[src/rtl/operand_pkg.sv]
// Shared definitions for the operand register file slice.
//   DW        - data width, matches the ALU operand width
//   NREG      - number of architectural registers (power of two)
//   RSEL_W    - register index width
//   reg_sel_t - register index type used on every select port
package operand_pkg;
   localparam int unsigned DW     = 16;
   localparam int unsigned NREG   = 8;
   localparam int unsigned RSEL_W = 3;

   typedef logic [RSEL_W-1:0] reg_sel_t;
endpackage

[src/rtl/operand_scoreboard.sv]
// Write-back scoreboard: one pending bit per register, set/clear priority,
// sticky WAW / unexpected write-back error flag, and combinational stall.
// Optional feature macro: OPERAND_REGFILE_BYPASS_EN (a same-cycle write to a
// source register suppresses that source's stall).
// Ports:
//   clk, rst_n        - clock, asynchronous active-low reset
//   rd1_en/rd1_sel    - port-1 live read and its index
//   rd2_en/rd2_sel    - port-2 live read and its index
//   wr_en/wr_sel      - write-back strobe and index
//   iss_en/iss_sel    - issuing instruction destination
//   stall             - a live source is pending
//   pend              - pending bit per register
//   err               - sticky protocol error
module operand_scoreboard #(
   parameter int unsigned NREG = operand_pkg::NREG
) (
   input  logic                  clk,
   input  logic                  rst_n,
   input  logic                  rd1_en,
   input  operand_pkg::reg_sel_t rd1_sel,
   input  logic                  rd2_en,
   input  operand_pkg::reg_sel_t rd2_sel,
   input  logic                  wr_en,
   input  operand_pkg::reg_sel_t wr_sel,
   input  logic                  iss_en,
   input  operand_pkg::reg_sel_t iss_sel,
   output logic                  stall,
   output logic [NREG-1:0]       pend,
   output logic                  err
);
   import operand_pkg::*;

   logic            hit1;
   logic            hit2;
   logic            iss_go;
   logic            err_set;
   logic [NREG-1:0] pend_nxt;

`ifdef OPERAND_REGFILE_BYPASS_EN
   assign hit1 = wr_en & (wr_sel == rd1_sel);
   assign hit2 = wr_en & (wr_sel == rd2_sel);
`else
   assign hit1 = 1'b0;
   assign hit2 = 1'b0;
`endif

   assign stall  = (rd1_en & pend[rd1_sel] & ~hit1) |
                   (rd2_en & pend[rd2_sel] & ~hit2);

   // An issue while decode is held is not a real issue.
   assign iss_go = iss_en & ~stall;

   // Clear first, then set: a same-edge issue keeps the bit for the newer producer.
   always_comb begin
      pend_nxt = pend;
      if (wr_en)  pend_nxt[wr_sel]  = 1'b0;
      if (iss_go) pend_nxt[iss_sel] = 1'b1;
   end

   assign err_set = (iss_go & pend[iss_sel] & ~(wr_en & (wr_sel == iss_sel))) |
                    (wr_en & ~pend[wr_sel]);

   always_ff @(posedge clk or negedge rst_n) begin
      if (!rst_n) begin
         pend <= '0;
         err  <= 1'b0;
      end else begin
         pend <= pend_nxt;
         if (err_set) err <= 1'b1;
      end
   end
endmodule

[src/rtl/operand_regfile.sv]
// Architectural register file feeding the execute-stage ALU operands, with a
// write-back scoreboard that stalls decode on reads of in-flight registers.
// Optional feature macro: OPERAND_REGFILE_BYPASS_EN (same-cycle write data is
// forwarded onto the read ports and clears the matching stall).
// Ports:
//   clk, rst_n          - clock, asynchronous active-low reset
//   rd1_en/sel/data     - port-1 read (ALU A); enable only affects stall
//   rd2_en/sel/data     - port-2 read (ALU B); enable only affects stall
//   wr_en/sel/data      - write-back port
//   iss_en/iss_sel      - destination of the issuing instruction
//   stall, pend, err    - scoreboard status
module operand_regfile #(
   parameter int unsigned NREG = operand_pkg::NREG,
   parameter int unsigned DW   = operand_pkg::DW
) (
   input  logic                  clk,
   input  logic                  rst_n,
   input  logic                  rd1_en,
   input  operand_pkg::reg_sel_t rd1_sel,
   output logic [DW-1:0]         rd1_data,
   input  logic                  rd2_en,
   input  operand_pkg::reg_sel_t rd2_sel,
   output logic [DW-1:0]         rd2_data,
   input  logic                  wr_en,
   input  operand_pkg::reg_sel_t wr_sel,
   input  logic [DW-1:0]         wr_data,
   input  logic                  iss_en,
   input  operand_pkg::reg_sel_t iss_sel,
   output logic                  stall,
   output logic [NREG-1:0]       pend,
   output logic                  err
);
   import operand_pkg::*;

   logic [DW-1:0] regs [NREG];

   // Explicit per-register reset keeps this out of RAM inference.
   always_ff @(posedge clk or negedge rst_n) begin
      if (!rst_n) begin
         for (int unsigned i = 0; i < NREG; i++) regs[i] <= '0;
      end else if (wr_en) begin
         regs[wr_sel] <= wr_data;
      end
   end

`ifdef OPERAND_REGFILE_BYPASS_EN
   assign rd1_data = (wr_en && (wr_sel == rd1_sel)) ? wr_data : regs[rd1_sel];
   assign rd2_data = (wr_en && (wr_sel == rd2_sel)) ? wr_data : regs[rd2_sel];
`else
   assign rd1_data = regs[rd1_sel];
   assign rd2_data = regs[rd2_sel];
`endif

   operand_scoreboard #(.NREG(NREG)) u_sb (
      .clk     (clk),
      .rst_n   (rst_n),
      .rd1_en  (rd1_en),
      .rd1_sel (rd1_sel),
      .rd2_en  (rd2_en),
      .rd2_sel (rd2_sel),
      .wr_en   (wr_en),
      .wr_sel  (wr_sel),
      .iss_en  (iss_en),
      .iss_sel (iss_sel),
      .stall   (stall),
      .pend    (pend),
      .err     (err)
   );
endmodule

[config.mk]
export PLATFORM = sky130hd
export DESIGN_NAME = operand_regfile
export DESIGN_NICKNAME = d
export VERILOG_FILES = /design/src/rtl/operand_pkg.sv /design/src/rtl/operand_scoreboard.sv /design/src/rtl/operand_regfile.sv
export SDC_FILE = /design/constraint.sdc
export NUM_CORES = 1
export LEC_CHECK = 0
export CORE_UTILIZATION = 58
export CTS_CLUSTER_DIAMETER = 80
export DETAILED_ROUTE_END_ITERATION = 10
export PLACE_DENSITY = 0.8
export RECOVER_POWER = 100
export SYNTH_ARGS = -nofsm -noshare
export SYNTH_HDL_FRONTEND = slang
export SYNTH_HIERARCHICAL = 1
export SYNTH_SLANG_ARGS = --single-unit
[constraint.sdc]
create_clock -name clk -period 2.35 [get_ports clk]
set_clock_uncertainty 0.05 [all_clocks]
set_input_delay 0.3525 -clock clk [delete_from_list [all_inputs] [get_ports clk]]
set_output_delay 0.3525 -clock clk [all_outputs]
set_load 0.01 [all_outputs]
# Word level (Yosys, flattened, before mapping)
# Index checks and enable logic that the tools add are counted.
totals:
  ff_bits: 137
  inputBits: 34
  output_inout_bits: 42
  word_cells: 65
op_classes:
  magnitude_cmp: 10
  n_eq_ne: 1
  mux: 23
  n_bitwise: 18
  reduce_logical: 3
op_table:
  columns: ["operator", "n"]
  rows:
  - ["$bwmux W128", 1]
  - ["$bmux W16 S3", 2]
  - ["$mux W16", 5]
  - ["$demux W16 S3", 1]
  - ["$lt A3 B4 Y1 const B", 4]
  - ["$mux W8", 2]
  - ["$bmux W1 S3", 4]
  - ["$ge A4 B4 Y1 const B", 3]
  - ["$not A3 Y4", 3]
  - ["$and A8 B8 Y8", 1]
  - ["$not A8 Y8", 1]
  - ["$or A8 B8 Y8", 1]
  - ["$and A1 B1 Y1", 7]
  - ["$demux W1 S3", 2]
  - ["$ge A3 B1 Y1 const B", 2]
  - ["$mux W1", 6]
  - ["$lt A4 B1 Y1 const B", 1]
  - ["$eq A3 B3 Y1", 1]
  - ["$logic_and A1 B1 Y1", 3]
  - ["$not A1 Y1", 3]
  - ["$or A1 B1 Y1", 2]

# Depth between registers and ports, before layout
# Gate-level depths: netlist of the first run.
logic_depth:
  ltp_word: 9
  depth_mapped: 5
  mapped_depth_nobuf: 4

# Modules after synthesis
# The synthesis of the first run kept the hierarchy.
by_module_without_submodules:
  columns: ["mod", "n_inst", "cells_per_inst", "area_each_um2", "seq_area_each_um2"]
  rows:
  - ["operand_regfile", 1, 393, 7000.5, 3203.1]
  - ["operand_scoreboard", 1, 74, 742.0, 225.2]

# Least setup slack after synthesis of the first run
# No wires, ideal clock.
synth_timing:
  path_kind: "input to output"
  start: "input rd1_sel[0]"
  end: "output rd1_data[1]"
  t_arrival_ns: 1.424
  required_ns: 1.947
  slack_ns: 0.523
  stages: 4
  path_buffers: 2
  cell_sequence: "buf_6 > buf_6 > mux4_1 > mux2_2"
synth_between:
  elab_chain_cells: 4
synth_rtl:
  columns: ["item", "line", "source"]
  rows:
  - ["from (decl)", "operand_regfile.sv:19", "input operand_pkg::reg_sel_t rd1_sel,"]
  - ["$not A3 Y4 (not written as such)", "operand_regfile.sv:50", "assign rd1_data = regs[rd1_sel];"]
  - ["$bmux W16 S3", "operand_regfile.sv:50", null]
  - ["$mux W16 (not written as such) (2 in series)", "operand_regfile.sv:50", null]
  - ["to (decl)", "operand_regfile.sv:20", "output logic [DW-1:0] rd1_data,"]
# Every way passes these cells. The select of a mux whose other input is x is not followed.

# Worst setup path in the final report of the first run
layout_timing:
  start: "register regs[78] in the netlist's numbering"
  end: "output rd2_data[14]"
layout_between:
  elab_chain_cells: 3
layout_rtl:
  columns: ["item", "line", "source"]
  rows:
  - ["from (decl)", "operand_regfile.sv:35", "logic [DW-1:0] regs [NREG];"]
  - ["from (signal, indexed assignment)", "operand_regfile.sv:42", "regs[wr_sel] <= wr_data;"]
  - ["$bmux W16 S3", "operand_regfile.sv:51", "assign rd2_data = regs[rd2_sel];"]
  - ["$mux W16 (not written as such) (2 in series)", "operand_regfile.sv:51", null]
  - ["to (decl)", "operand_regfile.sv:23", "output logic [DW-1:0] rd2_data,"]
# Every way passes these cells. The select of a mux whose other input is x is not followed.

==> results.ini, run 1 <==
[pwr]
ir_worst_vdd_mv = 0.493
power_density_mw_per_mm2 = 879
p_leak_nw = 4.01

[drt]
via_count = 4970
drtPass1Iterations = 5
drt_iter0_drc = 291
ant_nets = 0
avgRoutedWirePerCell_um = 25.3
viasPerCell = 6.60
drc = 0
wirelength_um = 19100

[logic_synthesis]
syn_area_sq_mm = 0.00774
ys_warn_count = 6
yosysTopAreaCell = dfrtp_1
synth.avg_cell_area_sq_um = 16.6
ys_ff_latch = 137
syn-instance-count = 467
synthFlopType = dfrtp_1
synthDistinctLibCells = 36
yosysSeqAreaShare_pct = 44.3
synthTopCellsByArea = dfrtp_1 (44%), mux2_2 (24%), mux4_1 (19%), mux4_2 (3.5%), buf_6 (1.6%)
synth_top_area_share_pct = 44.3
synth_edf_count = 0
synthArstFlopShare_pct = 100
syn_nets = 501

[floorplanning]
io_pins = 76
rows = 41
die-area_sq_mm = 0.0138
die_y_um = 118
die_w_um = 118
coreArea_sq_mm = 0.0128
start_util_pct = 60.4

[finish]
design_area_sq_mm = 0.00940
areaGrowthSynthToFinish_pct = 21.4
insertedDiodeCount = 0
fin_cells = 753
final_layout_size_suffix_gt1_share_pct = 45.3
fin_nets = 602

[cts]
cts.sinks = 137
ctsHtreeMaxLevel = 4
cts_tree = yes
root_buffer = clkbuf_16
clk_pin_slew_ns = 0.06
numCtsBuffers = 17
clk_latency_ns = 0.42
cts_buffer_depth = 2

[setup_path]
worstSetupEndpointType = output port
crit_arrival_ns = 1.92
reg2reg_depth = 5
cp_max_fo = 3
worst-setup-path-type = reg -> out
startpoint_type = flip-flop
crit_required_ns = 1.95
reg2reg_slack_ns = 0.13
crit_start = regs[78]
reg2reg_from = u_sb/pend[7]

[place]
placed_area_sq_mm = 0.00893
port_buffers = 75
finalWeightedCongestion = 0.868
dp.cells = 711
dp_hpwl_um = 11600

[timing]
worstMarginPinSlew_ns = 1.08
setup_violations = 0
layout_min_cycle_time_ns = 2.32
fin_crit_sh_pct = 98.8
relSlewSlack_pct = 27.8
rsz0062_at_grt = yes
hold_viol_final = 0
timing.fmax_mhz = 431
finalMaxSlewViolations = 0

[worst_hold_path]
hold_class = reg -> reg
hp-start = regs[49]
hold_depth = 1

[global_route]
grt_use_met1_pct = 38.0
first_global_vias = 5344
grt_remaining_overflow = 0
grt_pass1_wl_um = 30800
grt-busiest-layer = met2
antenna_found_initial = 0
grt_util_all_layers_pct = 29.8
grt_max_degree = 48
grtUsageMet3_pct = 6.01
use_met2_pct = 50.8

[status]
status = complete, no violations

[flow_run]
drv_cap = 0

## layout make-up
type	instances	area, sq um
multi-input combinational	290	3960
fill	832	3420
tap	172	215
clock inverter	14	196
timing repair buffer	119	1160
clock buffer	18	429
sequential	137	3430
inverter	3	11.3
## synth_stat cells, types with 4 or more instances
cell,number
mux2_2,164
dfrtp_1,137
mux4_1,56
mux4_2,12
buf_6,11
buf_2,9
o21ai_0,9
o31ai_1,8
buf_1,5
buf_4,5
clkbuf_1,5
nand2_1,5
mux2i_1,4
nand2b_1,4
## state kept, by name (all words and copies together), names as in the netlist
signal,flops
u_sb/pend,8
u_sb/err,1
regs,128
## worst paths after layout
check,end
worst max-delay path,rd2_data[14]
worst min-delay path,regs[49]
worst max register to register,u_sb/err
worst min register to register,regs[49]
max in group asynchronous,regs[19]
min in group asynchronous,regs[25]
## power by group
group	switching [mW]	internal, mW	total (mW)
Clock	1.04	1.78	2.82
Combinational	0.792	1.34	2.14
Sequential	0.417	2.89	3.30
Total	2.25	6.01	8.26
## stage by stage
step	setup TNS (ns)	power, mW	setup WS (ns)	hold slack (ns)	util, %
4_1_cts	0	8.30	0.00113	0.442	75.1
5_1_grt	-0.0559	8.61	-0.0193	0.484	73.3
3_3_place_gp	-9.39	5.37	-0.345	0.338	69.6
6_report	0	8.26	0.0273	0.470	73.3
3_5_place_dp	-10.06	5.51	-0.350	0.346	69.6
2_1_floorplan	0	4.56	0.523	0.00691	-
## routing by layer
layer	vias to the layer above	wire length [um]
li1	2092	-
met1	2644	7830
met2	197	9850
met3	37	955
met4	0	431
met5	-	0
## repair_timing
item / in CTS / in global routing
setup buffers: 6 / 1
setup endpoints to repair: 33 / 16
resized for setup: 49 / 15
hold buffers: 1 / 0
gates cloned: 2 / 0
endpoints found under the hold margin: 40 / 0
## placed cells by master (no fill, tap or decap), types with 5 or more instances in the layout
| cell type | netlist | layout |
|---|---|---|
| buf_12 | 0 | 9 |
| mux4_2 | 12 | 27 |
| nand2_1 | 5 | 5 |
| dlygate4sd3_1 | 0 | 11 |
| clkbuf_1 | 5 | 8 |
| mux4_1 | 56 | 41 |
| mux2_2 | 164 | 160 |
| buf_4 | 5 | 14 |
| o31ai_1 | 8 | 8 |
| dfrtp_1 | 137 | 136 |
| clkbuf_2 | 2 | 8 |
| o21ai_0 | 9 | 9 |
| clkdlybuf4s50_1 | 0 | 25 |
| dlygate4sd2_1 | 0 | 33 |
| clkbuf_16 | 0 | 17 |
## critical path, cell delays in order, from the launching register on
cell and delay [ns]:
dfrtp_1 0.40, mux4_1 0.51, mux2_2 0.30, dlygate4sd2_1 0.29
## logic make-up after synthesis
group | Yosys count | synth area share [%]
buffers and inverters | 40 | 3.43
DFF | 137 | 44.3
muxes | 236 | 46.9
and+or+nand+nor | 25 | 2.70
AOI/OAI and AO/OA | 27 | 2.51
xor gates and xnor gates | 2 | 0.226
Power figures use the tool's default switching activity.
==> inputs of run 2 (changes only) <==
Settings changed: CTS_CLUSTER_SIZE from default to 12.
==> results of run 2 <==
Same layout as run 1: the final DEF is identical, and so are final timing and power.
